### src/rtl/mem_access_pkg.sv
// Shared types and constants for the memory-access stage.
package mem_access_pkg;

   localparam int DATA_W = 32;

   typedef logic [DATA_W-1:0] data_t;
   typedef logic [31:0]       instr_t;

   // Result presented to writeback when there is nothing to return
   localparam data_t NULL = '0;

   // Major opcodes of the base integer ISA
   typedef enum logic [6:0] {
      OP_LOAD     = 7'b0000011,
      OP_MISC_MEM = 7'b0001111,
      OP_OP_IMM   = 7'b0010011,
      OP_AUIPC    = 7'b0010111,
      OP_STORE    = 7'b0100011,
      OP_OP       = 7'b0110011,
      OP_LUI      = 7'b0110111,
      OP_BRANCH   = 7'b1100011,
      OP_JALR     = 7'b1100111,
      OP_JAL      = 7'b1101111,
      OP_SYSTEM   = 7'b1110011
   } opcode_t;

   typedef enum logic [1:0] {
      IDLE = 2'd0,
      REQ  = 2'd1,
      DONE = 2'd2
   } mem_state_t;

   // Load width/extension selects
   localparam logic [2:0] F3_LB  = 3'b000;
   localparam logic [2:0] F3_LH  = 3'b001;
   localparam logic [2:0] F3_LW  = 3'b010;
   localparam logic [2:0] F3_LBU = 3'b100;
   localparam logic [2:0] F3_LHU = 3'b101;

   // Store width selects
   localparam logic [2:0] F3_SB  = 3'b000;
   localparam logic [2:0] F3_SH  = 3'b001;
   localparam logic [2:0] F3_SW  = 3'b010;

   // Byte-enable patterns before lane shifting
   localparam logic [3:0] BE_BYTE = 4'b0001;
   localparam logic [3:0] BE_HALF = 4'b0011;
   localparam logic [3:0] BE_WORD = 4'b1111;

   // An access is unusable if its width does not fit its lane, or if the
   // width select is not one the ISA defines for that opcode.
   function automatic logic isMisaligned(input logic       isStore,
                                         input logic [2:0] funct3,
                                         input logic [1:0] lane);
      logic bad;
      bad = 1'b1;
      if (isStore) begin
         case (funct3)
            F3_SB:   bad = 1'b0;
            F3_SH:   bad = lane[0];
            F3_SW:   bad = (lane != 2'b00);
            default: bad = 1'b1;
         endcase
      end else begin
         case (funct3)
            F3_LB, F3_LBU: bad = 1'b0;
            F3_LH, F3_LHU: bad = lane[0];
            F3_LW:         bad = (lane != 2'b00);
            default:       bad = 1'b1;
         endcase
      end
      return bad;
   endfunction

endpackage

### src/rtl/mem_access_load_align.sv
// Picks the addressed byte/half out of a read word and extends it.
module load_align
   import mem_access_pkg::*;
(
   input  data_t      rdata_i,
   input  logic [2:0] funct3_i,
   input  logic [1:0] lane_i,
   output data_t      data_o
);

   logic [7:0]  byteSel;
   logic [15:0] halfSel;

   // Lane select followed by sign or zero extension chosen by funct3
   always_comb begin
      byteSel = rdata_i[8*lane_i +: 8];
      halfSel = lane_i[1] ? rdata_i[31:16] : rdata_i[15:0];
      case (funct3_i)
         F3_LB:   data_o = {{24{byteSel[7]}}, byteSel};
         F3_LBU:  data_o = {24'd0, byteSel};
         F3_LH:   data_o = {{16{halfSel[15]}}, halfSel};
         F3_LHU:  data_o = {16'd0, halfSel};
         default: data_o = rdata_i;
      endcase
   end

endmodule

### src/rtl/mem_access.sv
// Memory stage: turns loads/stores into a req/ack data-memory transaction,
// aligns load data and hands a registered result to writeback.
module mem_access
   import mem_access_pkg::*;
#(
   parameter int          XLEN    = 32,
   parameter int unsigned TIMEOUT = 255
)
(
   input  logic   clk,
   input  logic   rst_n,
   input  logic   valid_in,
   input  instr_t instr,
   input  data_t  alu_result,
   input  data_t  rs2_data,
   output logic   stall,
   output logic   valid_out,
   output data_t  mem_data,
   output logic   misalign,
   output logic   bus_err,
   output logic   dmem_req,
   output logic   dmem_we,
   output data_t  dmem_addr,
   output logic [3:0] dmem_be,
   output data_t  dmem_wdata,
   input  data_t  dmem_rdata,
   input  logic   dmem_ack
);

   // Counter just wide enough to reach TIMEOUT; a zero TIMEOUT never fires
   localparam int CNT_W = (TIMEOUT < 2) ? 1 : $clog2(TIMEOUT + 1);
   localparam logic [CNT_W-1:0] TIMEOUT_CNT = CNT_W'(TIMEOUT);

   mem_state_t       state_q, state_d;
   logic [CNT_W-1:0] count_q, count_d;
   logic             validOut_q, validOut_d;
   data_t            memData_q, memData_d;
   logic             misalign_q, misalign_d;
   logic             busErr_q, busErr_d;
   logic             req_q, req_d;
   logic             we_q, we_d;
   data_t            addr_q, addr_d;
   logic [3:0]       be_q, be_d;
   data_t            wdata_q, wdata_d;
   logic [2:0]       funct3_q, funct3_d;
   logic [1:0]       lane_q, lane_d;

   opcode_t          opcode;
   logic [2:0]       funct3;
   logic [1:0]       lane;
   logic             isLoad;
   logic             isStore;
   logic             badAccess;
   logic [3:0]       beReq;
   data_t            wdataReq;
   data_t            alignedData;
   logic [CNT_W-1:0] countInc;
   logic             unusedBits;

   // Fields of the instruction this stage does not look at
   assign unusedBits = ^{instr[31:15], instr[11:7]};

   load_align u_load_align (
      .rdata_i  (dmem_rdata),
      .funct3_i (funct3_q),
      .lane_i   (lane_q),
      .data_o   (alignedData)
   );

   // Decode the incoming instruction into byte enables and lane-replicated write data
   always_comb begin
      opcode    = opcode_t'(instr[6:0]);
      funct3    = instr[14:12];
      lane      = alu_result[1:0];
      isLoad    = (opcode == OP_LOAD);
      isStore   = (opcode == OP_STORE);
      badAccess = isMisaligned(isStore, funct3, lane);
      beReq     = BE_WORD;
      wdataReq  = rs2_data;
      if (isStore) begin
         case (funct3)
            F3_SB: begin
               beReq    = BE_BYTE << lane;
               wdataReq = {4{rs2_data[7:0]}};
            end
            F3_SH: begin
               beReq    = BE_HALF << {lane[1], 1'b0};
               wdataReq = {2{rs2_data[15:0]}};
            end
            default: begin
               beReq    = BE_WORD;
               wdataReq = rs2_data;
            end
         endcase
      end
   end

   // Upstream is held while a bus cycle is being launched or is outstanding
   always_comb begin
      stall = (state_q == REQ) ||
              ((state_q == IDLE) && valid_in && (isLoad || isStore) && !badAccess);
   end

   // Next-state and next-output logic; outputs are pulses unless explicitly held
   always_comb begin
      state_d    = state_q;
      count_d    = count_q;
      countInc   = count_q + 1'b1;
      validOut_d = 1'b0;
      memData_d  = NULL;
      misalign_d = 1'b0;
      busErr_d   = 1'b0;
      req_d      = req_q;
      we_d       = we_q;
      addr_d     = addr_q;
      be_d       = be_q;
      wdata_d    = wdata_q;
      funct3_d   = funct3_q;
      lane_d     = lane_q;
      case (state_q)
         IDLE: begin
            count_d = '0;
            if (valid_in) begin
               if ((isLoad || isStore) && !badAccess) begin
                  req_d    = 1'b1;
                  we_d     = isStore;
                  addr_d   = {alu_result[XLEN-1:2], 2'b00};
                  be_d     = beReq;
                  wdata_d  = wdataReq;
                  funct3_d = funct3;
                  lane_d   = lane;
                  state_d  = REQ;
               end else if (isLoad || isStore) begin
                  validOut_d = 1'b1;
                  misalign_d = 1'b1;
               end else begin
                  validOut_d = 1'b1;
               end
            end
         end
         REQ: begin
            if (dmem_ack) begin
               req_d      = 1'b0;
               validOut_d = 1'b1;
               memData_d  = we_q ? NULL : alignedData;
               state_d    = DONE;
            end else if ((TIMEOUT != 0) && (countInc == TIMEOUT_CNT)) begin
               req_d      = 1'b0;
               validOut_d = 1'b1;
               busErr_d   = 1'b1;
               state_d    = DONE;
            end else begin
               count_d = countInc;
            end
         end
         DONE: begin
            count_d = '0;
            state_d = IDLE;
         end
         default: begin
            req_d   = 1'b0;
            count_d = '0;
            state_d = IDLE;
         end
      endcase
   end

   // State, counter and registered outputs; reset abandons any transaction
   always_ff @(posedge clk or negedge rst_n) begin
      if (!rst_n) begin
         state_q    <= IDLE;
         count_q    <= '0;
         validOut_q <= 1'b0;
         memData_q  <= NULL;
         misalign_q <= 1'b0;
         busErr_q   <= 1'b0;
         req_q      <= 1'b0;
         we_q       <= 1'b0;
         addr_q     <= '0;
         be_q       <= '0;
         wdata_q    <= '0;
         funct3_q   <= '0;
         lane_q     <= '0;
      end else begin
         state_q    <= state_d;
         count_q    <= count_d;
         validOut_q <= validOut_d;
         memData_q  <= memData_d;
         misalign_q <= misalign_d;
         busErr_q   <= busErr_d;
         req_q      <= req_d;
         we_q       <= we_d;
         addr_q     <= addr_d;
         be_q       <= be_d;
         wdata_q    <= wdata_d;
         funct3_q   <= funct3_d;
         lane_q     <= lane_d;
      end
   end

   assign valid_out  = validOut_q;
   assign mem_data   = memData_q;
   assign misalign   = misalign_q;
   assign bus_err    = busErr_q;
   assign dmem_req   = req_q;
   assign dmem_we    = we_q;
   assign dmem_addr  = addr_q;
   assign dmem_be    = be_q;
   assign dmem_wdata = wdata_q;

endmodule
### config.mk
export PLATFORM = sky130hd
export DESIGN_NAME = mem_access
export DESIGN_NICKNAME = d
export VERILOG_FILES = /design/src/rtl/mem_access_pkg.sv /design/src/rtl/mem_access_load_align.sv /design/src/rtl/mem_access.sv
export SDC_FILE = /design/constraint.sdc
export NUM_CORES = 1
export LEC_CHECK = 0
export BUFFER_PORTS_ARGS = -buffer_cell sky130_fd_sc_hd__buf_4
export CAP_MARGIN = 0
export CORE_MARGIN = 3
export CORE_UTILIZATION = 40
export DETAILED_ROUTE_END_ITERATION = 8
export GPL_TIMING_DRIVEN = 1
export HOLD_SLACK_MARGIN = 0.12
export PLACE_DENSITY = 0.69
export SLEW_MARGIN = 20
export SYNTH_ARGS = -nofsm -noshare
export SYNTH_HDL_FRONTEND = slang
export SYNTH_SLANG_ARGS = --single-unit
### constraint.sdc
create_clock -name clk -period 4.4 [get_ports clk]
set_input_delay 0.66 -clock clk [delete_from_list [all_inputs] [get_ports clk]]
set_output_delay 0.66 -clock clk [all_outputs]
set_load 0.01 [all_outputs]
==> results of run 1 <==
==> cells by family after synthesis <==
family | Yosys count | share of synthesized area
compound gates | 111 | 0.119
other cells | 1 | 0.000693
fa+ha+maj | 2 | 0.00462
simple gates | 120 | 0.0978
xor+xnor | 6 | 0.00971
flops | 118 | 0.546
buf+inv | 59 | 0.0530
mux | 67 | 0.169
==> layout make-up <==
type / instances / area [um^2] / area share
Multi-Input combinational cell: 308 / 2190 / 0.284
Sequential cell: 118 / 2950 / 0.384
Clock inverter: 11 / 123 / 0.0159
Timing Repair Buffer: 217 / 1630 / 0.212
Tap cell: 172 / 215 / 0.0280
Inverter: 29 / 109 / 0.0141
Clock buffer: 21 / 480 / 0.0624
==> power by group through the flow <==
| stage | Sequential (uW) | Clock (uW) | Combinational (uW) |
|---|---|---|---|
| finish | 1170 | 1370 | 329 |
| detailed placement | 1190 | 0 | 332 |
| global route | 1180 | 1460 | 359 |
| global placement | 1180 | 0 | 324 |
| CTS | 1170 | 1400 | 332 |
| floorplan | 1190 | 0 | 118 |
==> cells in the mapped netlist, drive strengths merged (2+ instances only) <==
library cell / number
nand2: 56
nor2: 30
nand3: 4
nand4: 2
mux2: 46
nor3b: 3
nand2b: 4
a21oi: 41
clkbuf: 19
mux4: 2
nor3: 10
a221oi: 7
nor4: 2
o22ai: 7
a31oi: 3
ha: 2
o21ai: 42
mux2i: 19
nand3b: 3
and2: 2
dfrtp: 118
xnor2: 5
a211oi: 2
buf: 11
inv: 29
==> critical path, delay by kind of cell <==
family	cells	cell delay [ns]
buf+inv	2	0.25
compound gates	1	0.35
simple gates	3	1.12
==> metal layers <==
| metal | routed length [um] | vias to the layer above | global-route usage |
|---|---|---|---|
| met1 | 5920 | 2146 | 0.243 |
| met4 | 194 | 0 | 0.0714 |
| met3 | 1540 | 21 | 0.0797 |
| li1 | - | 2092 | - |
| met2 | 7300 | 222 | 0.320 |
| met5 | 0 | - | 0 |
==> placed cells by master, fill, tap and decap left out, types with 5 or more instances in the layout <==
cell type | Yosys | layout
xnor2_1 | 5 | 5
mux2_4 | 43 | 43
o21ai_0 | 40 | 40
nor3_1 | 10 | 10
o22ai_1 | 7 | 7
buf_4 | 2 | 216
a221oi_1 | 7 | 7
mux2i_1 | 19 | 19
dfrtp_1 | 118 | 118
nand2_1 | 56 | 55
a21oi_1 | 40 | 40
nor2_1 | 30 | 30
clkbuf_16 | 0 | 17
inv_1 | 29 | 29
==> final timing paths <==
kind                       cells after the start        endpoint
setup / recovery                               6           stall
hold / removal                                 1    mem_data[11]
setup reg to reg                               4    mem_data[11]
hold reg to reg                                2  dmem_wdata[31]
max in group asynchronous                      2    mem_data[24]
min in group clk                               2  dmem_wdata[31]
==> stage by stage <==
| stage | hold WS, ns | cell area [um^2] |
|---|---|---|
| after floorplan | 0.364 | 5410 |
| after global placement | 0.464 | 7090 |
| after detailed placement | 0.471 | 7090 |
| after CTS | 0.461 | 7690 |
| after global routing | 0.345 | 7700 |
| final | 0.301 | 7700 |
==> registers in the layout, indices dropped and copies added (netlist names) <==
register and cells:
count_q 8, dmem_wdata 32, funct3_q 3, state_q 2
dmem_we 1, misalign 1, dmem_be 4, lane_q 2
bus_err 1, valid_out 1, dmem_req 1, dmem_addr 30
mem_data 32
==> run_results.csv, run 1 <==
group,metric,value,unit
cells_and_area,drive_gt1_frac,0.429,
clocking,cts_setup_buffers,0,
place,io_buffer_count,213,
detailed_routing,drc,0,
grt,grt_pass1_wl,23.2,mm
sta,rsz0062_at_grt,"false",
power,power_density,373,nW/um^2
die,die_h,122,um
power,switching_share,0.233,
clocking,cts_tree,"built",
clocking,htree_levels,4,
die,core_area,12900,um^2
place,place_ws,1.41,ns
yosys,ys_ff_latch,118,
yosys,synthTopCellsByArea,"dfrtp_1, mux2_4, nand2_1",
setup_path,cp-start-kind,"input pin",
setup_path,r2r_start,"lane_q[1]",
clocking,cts_made_buffers,17,
yosys,async_flop_share,1.00,
setup_path,crit_chain,"buf_4, nor4_1, o211a_1, nand2_4, nand2_1, buf_4",
setup_path,arrival,2.38,ns
detailed_routing,vias,4481,
yosys,syn_inst,484,
detailed_routing,ant_nets,0,
setup_path,rrSetupSlack,1.82,ns
yosys,ys_seq_area_frac,0.546,
setup_path,cp_slowest_cell,"nor4_1",
power,pwr-share-comb,0.114,
place,post-dp-hpwl,11.1,mm
setup_path,crit_top_cell,"buf_4",
cells_and_area,nets,825,
yosys,synth.top_cell.area_share,0.546,
setup_path,cpPeakStageDelay,0.57,ns
cells_and_area,n_fill_cell,1118,
sta,fin_setup_tns,0,ns
clocking,clock-root-buffer,"clkbuf_16",
power,power_frac_seq,0.407,
cells_and_area,diodes,0,
sta,max_freq,329,MHz
setup_path,required,3.74,ns
setup_path,cp-end-kind,"output pin",
grt,grt_usage,0.199,
yosys,synth-edff-count,0,
cells_and_area,stdcell_count,876,
cells_and_area,area_delta_synth_final,42.3,%
min_path,min_path_type,"in2async",
clocking,hold_buffers,0,
sta,final_max_slew_viol_count,0,
power,power.internal,2200,uW
run_status,status,"finished clean",
grt,grt_max_degree,84,
cells_and_area,utilization,0.596,
power,p_leak,0.00412,uW
sta,timing.final.ws_setup,1.36,ns
setup_path,path_class,"in2out",
die,dieArea,15000,um^2
yosys,syn_area,5410,um^2
power,p_clk_frac,0.478,
die,io_pins,238,
yosys,synth_flop_cell,"dfrtp_1",
die,num_rows,41,
detailed_routing,drt-total-wl,14.9,mm
clocking,clk_pin_slew_worst_paths,0.05,ns
grt,antenna_found_initial,0,
grt,gr-total-overflow,0,
sta,hold_viol,0,
grt,grt_pass1_vias,4540,
yosys,synthDistinctLibCells,49,
detailed_routing,drtIter0Drc,219,
sta,relSlewSlack,0.342,
yosys,yosys.area.top_type,"dfrtp_1",
yosys,syn_area_per_cell,11.2,um^2
place,gp_congestion,0.888,
clocking,cts-resized-gates,0,
sta,worstMarginPinSlew,0.987,ns
die,start_util,0.419,
die,die_w,122,um
sta,min_period_over_period,0.691,
detailed_routing,wl_per_cell,17.1,um
power,ir_worst_vdd,217,uV
clocking,clk_path_buf_depth,2,
clocking,clkLatencyLatePin,0.40,ns
power,switching_power,668,uW
place,place_inst,844,
sta,fin_skew,0.00756,ns
sta,period_needed,3.04,ns
flow_run,cap_violations,0,
sta,setup_viol,0,
detailed_routing,first_pass_iters,4,
clocking,cts.sink_count,118,
power,power,2870,uW
setup_path,crit_start,"instr[6]",
yosys,synth_warnings,0,
setup_path,crit_path_max_fanout,47,
detailed_routing,vias_per_cell,5.12,
(Power assumes the default switching activity.)
==> inputs of run 2 (changes only) <==
Settings changed: PLACE_DENSITY 0.69 to 0.72.
Clock period 4.4 ns to 2.5 ns, I/O delays scaled along.
==> run_results.csv, run 2 (synthesis gave the netlist of run 1 again) <==
group,metric,value,unit
run_status,status,"finished clean",
sta,worstMarginPinSlew,0.680,ns
place,gp_congestion,0.872,
cells_and_area,utilization,0.600,
power,p_leak,0.00416,uW
clocking,cts_made_buffers,17,
clocking,cts.sink_count,118,
power,p_clk_frac,0.458,
die,core_area,12900,um^2
cells_and_area,stdcell_count,886,
clocking,clk_pin_slew_worst_paths,0.05,ns
detailed_routing,drtIter0Drc,320,
detailed_routing,vias,4552,
sta,period_needed,2.05,ns
die,io_pins,238,
sta,final_max_slew_viol_count,0,
grt,grt_usage,0.201,
clocking,clkLatencyLatePin,0.40,ns
setup_path,arrival,2.34,ns
detailed_routing,drt-total-wl,15.0,mm
cells_and_area,drive_gt1_frac,0.433,
grt,antenna_found_initial,0,
setup_path,path_class,"reg2reg",
cells_and_area,layout_common_cells,"buf_4, dfrtp_1, nand2_1",
setup_path,crit_chain,"inv_1, ha_1, and3_1, nand3b_1, o21ai_0, a21oi_2, mux2_1",
clocking,cts_tree,"built",
power,power,4900,uW
sta,fin_skew,0.00572,ns
setup_path,cp_slowest_cell,"o21ai_0",
power,switching_power,1150,uW
die,die_h,122,um
sta,hold_viol,0,
clocking,htree_levels,4,
die,start_util,0.419,
power,switching_share,0.235,
min_path,min_path_type,"in2reg",
die,num_rows,41,
detailed_routing,ant_nets,0,
sta,setup_viol,0,
grt,grt_max_degree,61,
clocking,clk_path_buf_depth,2,
grt,grt_pass1_wl,23.2,mm
die,die_w,122,um
sta,fin_setup_tns,0,ns
setup_path,required,2.78,ns
cells_and_area,area_delta_synth_final,43.3,%
power,pwr-share-comb,0.124,
sta,min_period_over_period,0.822,
detailed_routing,first_pass_iters,4,
setup_path,cp-end-kind,"flip-flop",
detailed_routing,drc,0,
flow_run,cap_violations,0,
cells_and_area,nets,836,
clocking,clock-root-buffer,"clkbuf_16",
cells_and_area,diodes,0,
place,io_buffer_count,213,
place,place_inst,854,
setup_path,cpPeakStageDelay,0.47,ns
cells_and_area,layout_commonest_cell,"buf_4",
grt,gr-total-overflow,0,
grt,grt_pass1_vias,4600,
power,power_density,632,nW/um^2
sta,rsz0062_at_grt,"false",
detailed_routing,vias_per_cell,5.14,
power,ir_worst_vdd,332,uV
place,post-dp-hpwl,11.1,mm
setup_path,cp-start-kind,"flip-flop",
die,dieArea,15000,um^2
power,power.internal,3750,uW
cells_and_area,n_fill_cell,1082,
sta,relSlewSlack,0.547,
detailed_routing,wl_per_cell,17.0,um
power,power_frac_seq,0.418,
setup_path,crit_path_max_fanout,6,
sta,max_freq,487,MHz
-- run 2: cell count changes in the layout (fill, tap and decap cells not counted), sizes merged --
cell         delta
inv             -1
clkinvlp        -1
clkinv          +1
bufinv          -1
buf            +10
dlygate4sd3     +1
clkbuf          +1
-- run 2: critical path, delay by kind of cell, from the launching register on --
| kind | cells | cell delay [ns] |
|---|---|---|
| DFF | 1 | 0.42 |
| buffers and inverters | 1 | 0.09 |
| and+or+nand+nor | 2 | 0.25 |
| adders and majority gates | 1 | 0.13 |
| AOI/OAI and AO/OA | 2 | 0.68 |
| muxes | 1 | 0.35 |
-- run 2: stage by stage --
stage,instance area (um^2),hold WS [ns],setup WS (ns)
final,7750,0.199,0.445
after global routing,7750,0.179,0.150
after CTS,7750,0.179,0.249
after detailed placement,7190,0.419,0.216
after global placement,7190,0.407,0.261
after floorplan,5410,0.0794,0.551
-- run 2: final cells by class --
cell class | instances | area, um^2 | share of cell area
clock buffers | 22 | 474 | 0.0612
clock inverters | 9 | 77.6 | 0.0100
inverters | 29 | 109 | 0.0140
multi-input cells | 308 | 2190 | 0.282
flip-flops and latches | 118 | 2950 | 0.381
well taps | 172 | 215 | 0.0278
repair buffers | 228 | 1740 | 0.224
-- run 2: power by group through the flow --
stage / combinational, uW / sequential [uW] / clock [uW]
floorplan: 207 / 2100 / 0
global placement: 598 / 2070 / 0
detailed placement: 610 / 2080 / 0
CTS: 612 / 2050 / 2280
global route: 661 / 2060 / 2380
finish: 608 / 2050 / 2240
-- run 2: final timing paths --
path / slack, ns / startpoint / endpoint / depth (start not counted)
hold / removal: 0.20 / alu_result[10] / dmem_addr[10] / 2
setup / recovery: 0.45 / count_q[0] / count_q[0] / 7
hold reg to reg: 0.49 / dmem_wdata[8] / dmem_wdata[8] / 2
min in group asynchronous: 0.52 / rst_n / dmem_addr[11] / 2
setup reg to reg: 0.45 / count_q[0] / count_q[0] / 7
max in group asynchronous: 1.26 / rst_n / dmem_be[3] / 3
-- run 2: routing by layer --
metal	global-route usage	vias up	part of all wire
li1	-	2113	-
met1	0.241	2179	0.39
met2	0.332	234	0.49
met3	0.0765	26	0.11
met4	0.0686	0	0.017
met5	0	-	0
-- run 2: what timing repair did --
action	4_1_cts	5_1_grt
resized for setup	0	0
endpoints found under the hold margin	39	0
buffers inserted	0	0
hold buffers	1	0
==> inputs of run 3 (changes only) <==
Clock period 2.5 ns to 1.65 ns, I/O delays scaled along.
==> run_results.csv, run 3 (synthesis gave the netlist of run 1 again) <==
group,metric,value,unit
power,ir_worst_vdd,548,uV
die,die_w,122,um
detailed_routing,highest_layer,"met4",
clocking,htree_levels,4,
sta,period_needed,1.76,ns
grt,grt_pass1_wl,26.3,mm
cells_and_area,utilization,0.712,
place,post-dp-hpwl,11.9,mm
detailed_routing,drt-total-wl,17.5,mm
place,place_ws,-0.150,ns
cells_and_area,drive_gt1_frac,0.465,
sta,hold_viol,0,
grt,gr-total-overflow,0,
sta,setup_viol,6,
die,io_pins,238,
grt,grt_pass1_vias,5218,
clocking,cts_tree,"built",
clocking,clock-root-buffer,"clkbuf_16",
detailed_routing,drtIter0Drc,227,
setup_path,path_class,"reg2reg",
die,num_rows,41,
cells_and_area,n_fill_cell,894,
setup_path,arrival,2.08,ns
power,power,8130,uW
sta,whs,0.134,ns
cells_and_area,layout_commonest_cell,"buf_4",
min_path,min_path_type,"in2reg",
detailed_routing,wl_met2,8.85,mm
clocking,cts.sink_count,118,
power,p_leak,0.00480,uW
place,io_buffer_count,213,
sta,fin_skew,0.00663,ns
place,gp_congestion,0.849,
cells_and_area,nets,958,
setup_path,required,1.97,ns
cells_and_area,multi_input_area,2340,um^2
cells_and_area,area.sequential,2960,um^2
setup_path,cp-end-kind,"flip-flop",
run_status,failed_checks,"negative setup slack",
detailed_routing,drc,0,
run_status,status,"finished with violations",
grt,antenna_found_initial,0,
die,start_util,0.419,
detailed_routing,wl_per_cell,17.3,um
sta,final_max_slew_viol_count,0,
cells_and_area,area_delta_synth_final,70.1,%
clocking,clk_pin_slew_worst_paths,0.06,ns
setup_path,cp.buffers_inverters,2,
sta,timing.final.ws_setup,-0.108,ns
grt,grt_max_degree,42,
detailed_routing,wl_met1,6.67,mm
detailed_routing,vias_per_cell,4.97,
clocking,cts_made_buffers,17,
sta,max_freq,569,MHz
cells_and_area,layout_common_cells,"buf_4, dfrtp_1, dlygate4sd3_1",
setup_path,crit_chain,"inv_2, ha_4, and3_4, nand4b_1, o21ai_4, buf_6, a2111o_1, o21ai_1",
clocking,clkLatencyLatePin,0.41,ns
die,dieArea,15000,um^2
detailed_routing,vias,5017,
die,core_area,12900,um^2
cells_and_area,diodes,0,
setup_path,cpPeakStageDelay,0.43,ns
setup_path,crit_path_max_fanout,5,
detailed_routing,dr_wl_met3,1.47,mm
sta,fin_setup_tns,-0.380,ns
setup_path,cp-start-kind,"flip-flop",
sta,min_period_over_period,1.07,
die,die_h,122,um
clocking,clk_path_buf_depth,2,
setup_path,cp_slowest_cell,"dfrtp_2",
detailed_routing,first_pass_iters,4,
flow_run,cap_violations,0,
sta,rsz0062_at_grt,"true",
setup_path,critPathTopFamily,"compound AO/OA/AOI/OAI gates",
detailed_routing,ant_nets,0,
power,power_density,884,nW/um^2
grt,grt_usage,0.229,
## run 3: cell count changes in the layout (fill, tap and decap cells not counted), moves of 3 or more
cell / previous run / this run
o21ai_0: 40 / 37
buf_12: 2 / 8
buf_4: 225 / 263
dlygate4sd3_1: 1 / 71
dfrtp_1: 118 / 115
nor3b_1: 3 / 0
dfrtp_2: 0 / 3
nand2_1: 55 / 52
inv_6: 0 / 4
clkinv_2: 5 / 1
nor3b_2: 0 / 3
buf_6: 0 / 5
## run 3: final timing paths
kind / startpoint / end / slack [ns] / depth (start not counted)
setup reg to reg: count_q[0] / count_q[2] / -0.11 / 8
min in group asynchronous: rst_n / dmem_addr[21] / 0.30 / 2
hold reg to reg: dmem_be[3] / dmem_be[3] / 0.49 / 1
hold / removal: rs2_data[24] / dmem_wdata[24] / 0.13 / 3
setup / recovery: count_q[0] / count_q[2] / -0.11 / 8
max in group asynchronous: rst_n / dmem_wdata[13] / 0.81 / 3
## run 3: routing by layer
metal / track usage / up-vias
met2: 0.398 / 212
li1: - / 2361
met3: 0.0751 / 34
met4: 0.0889 / 0
met1: 0.260 / 2410
met5: 0 / -
## run 3: timing repair
action / CTS / global route
setup buffers: 10 / 8
endpoints found under the setup margin: 13 / 35
pin swaps: 7 / 7
resized for setup: 17 / 25
hold buffers: 71 / 0
hold endpoints to repair: 188 / 0
gates cloned: 0 / 1
## run 3: where the power goes
group	switching (uW)	internal [uW]	leakage, uW
registers	80.0	3020	0.00162
clock network	1390	2470	0.000297
logic	494	677	0.00288
total	1960	6170	0.00480
## run 3: final cells by class
| class | count | area share |
|---|---|---|
| Clock inverter | 13 | 0.0185 |
| Inverter | 29 | 0.0118 |
| Clock buffer | 19 | 0.0492 |
| Multi-Input combinational cell | 308 | 0.255 |
| Timing Repair Buffer | 350 | 0.321 |
| Tap cell | 172 | 0.0234 |
| Sequential cell | 118 | 0.321 |
## run 3: stage by stage
stage | area [um^2] | std cells
floorplan | 5450 | 485
global placement | 7550 | 888
detailed placement | 7550 | 888
CTS | 9020 | 1000
global route | 9210 | 1009
finish | 9210 | 1009
## run 3: worst register-to-register path, cell delays in order (launching register included)
cell      delay, ns
dfrtp_2        0.43
inv_2          0.07
ha_4           0.16
and3_4         0.15
nand4b_1       0.15
o21ai_4        0.10
buf_6          0.13
a2111o_1       0.39
o21ai_1        0.10
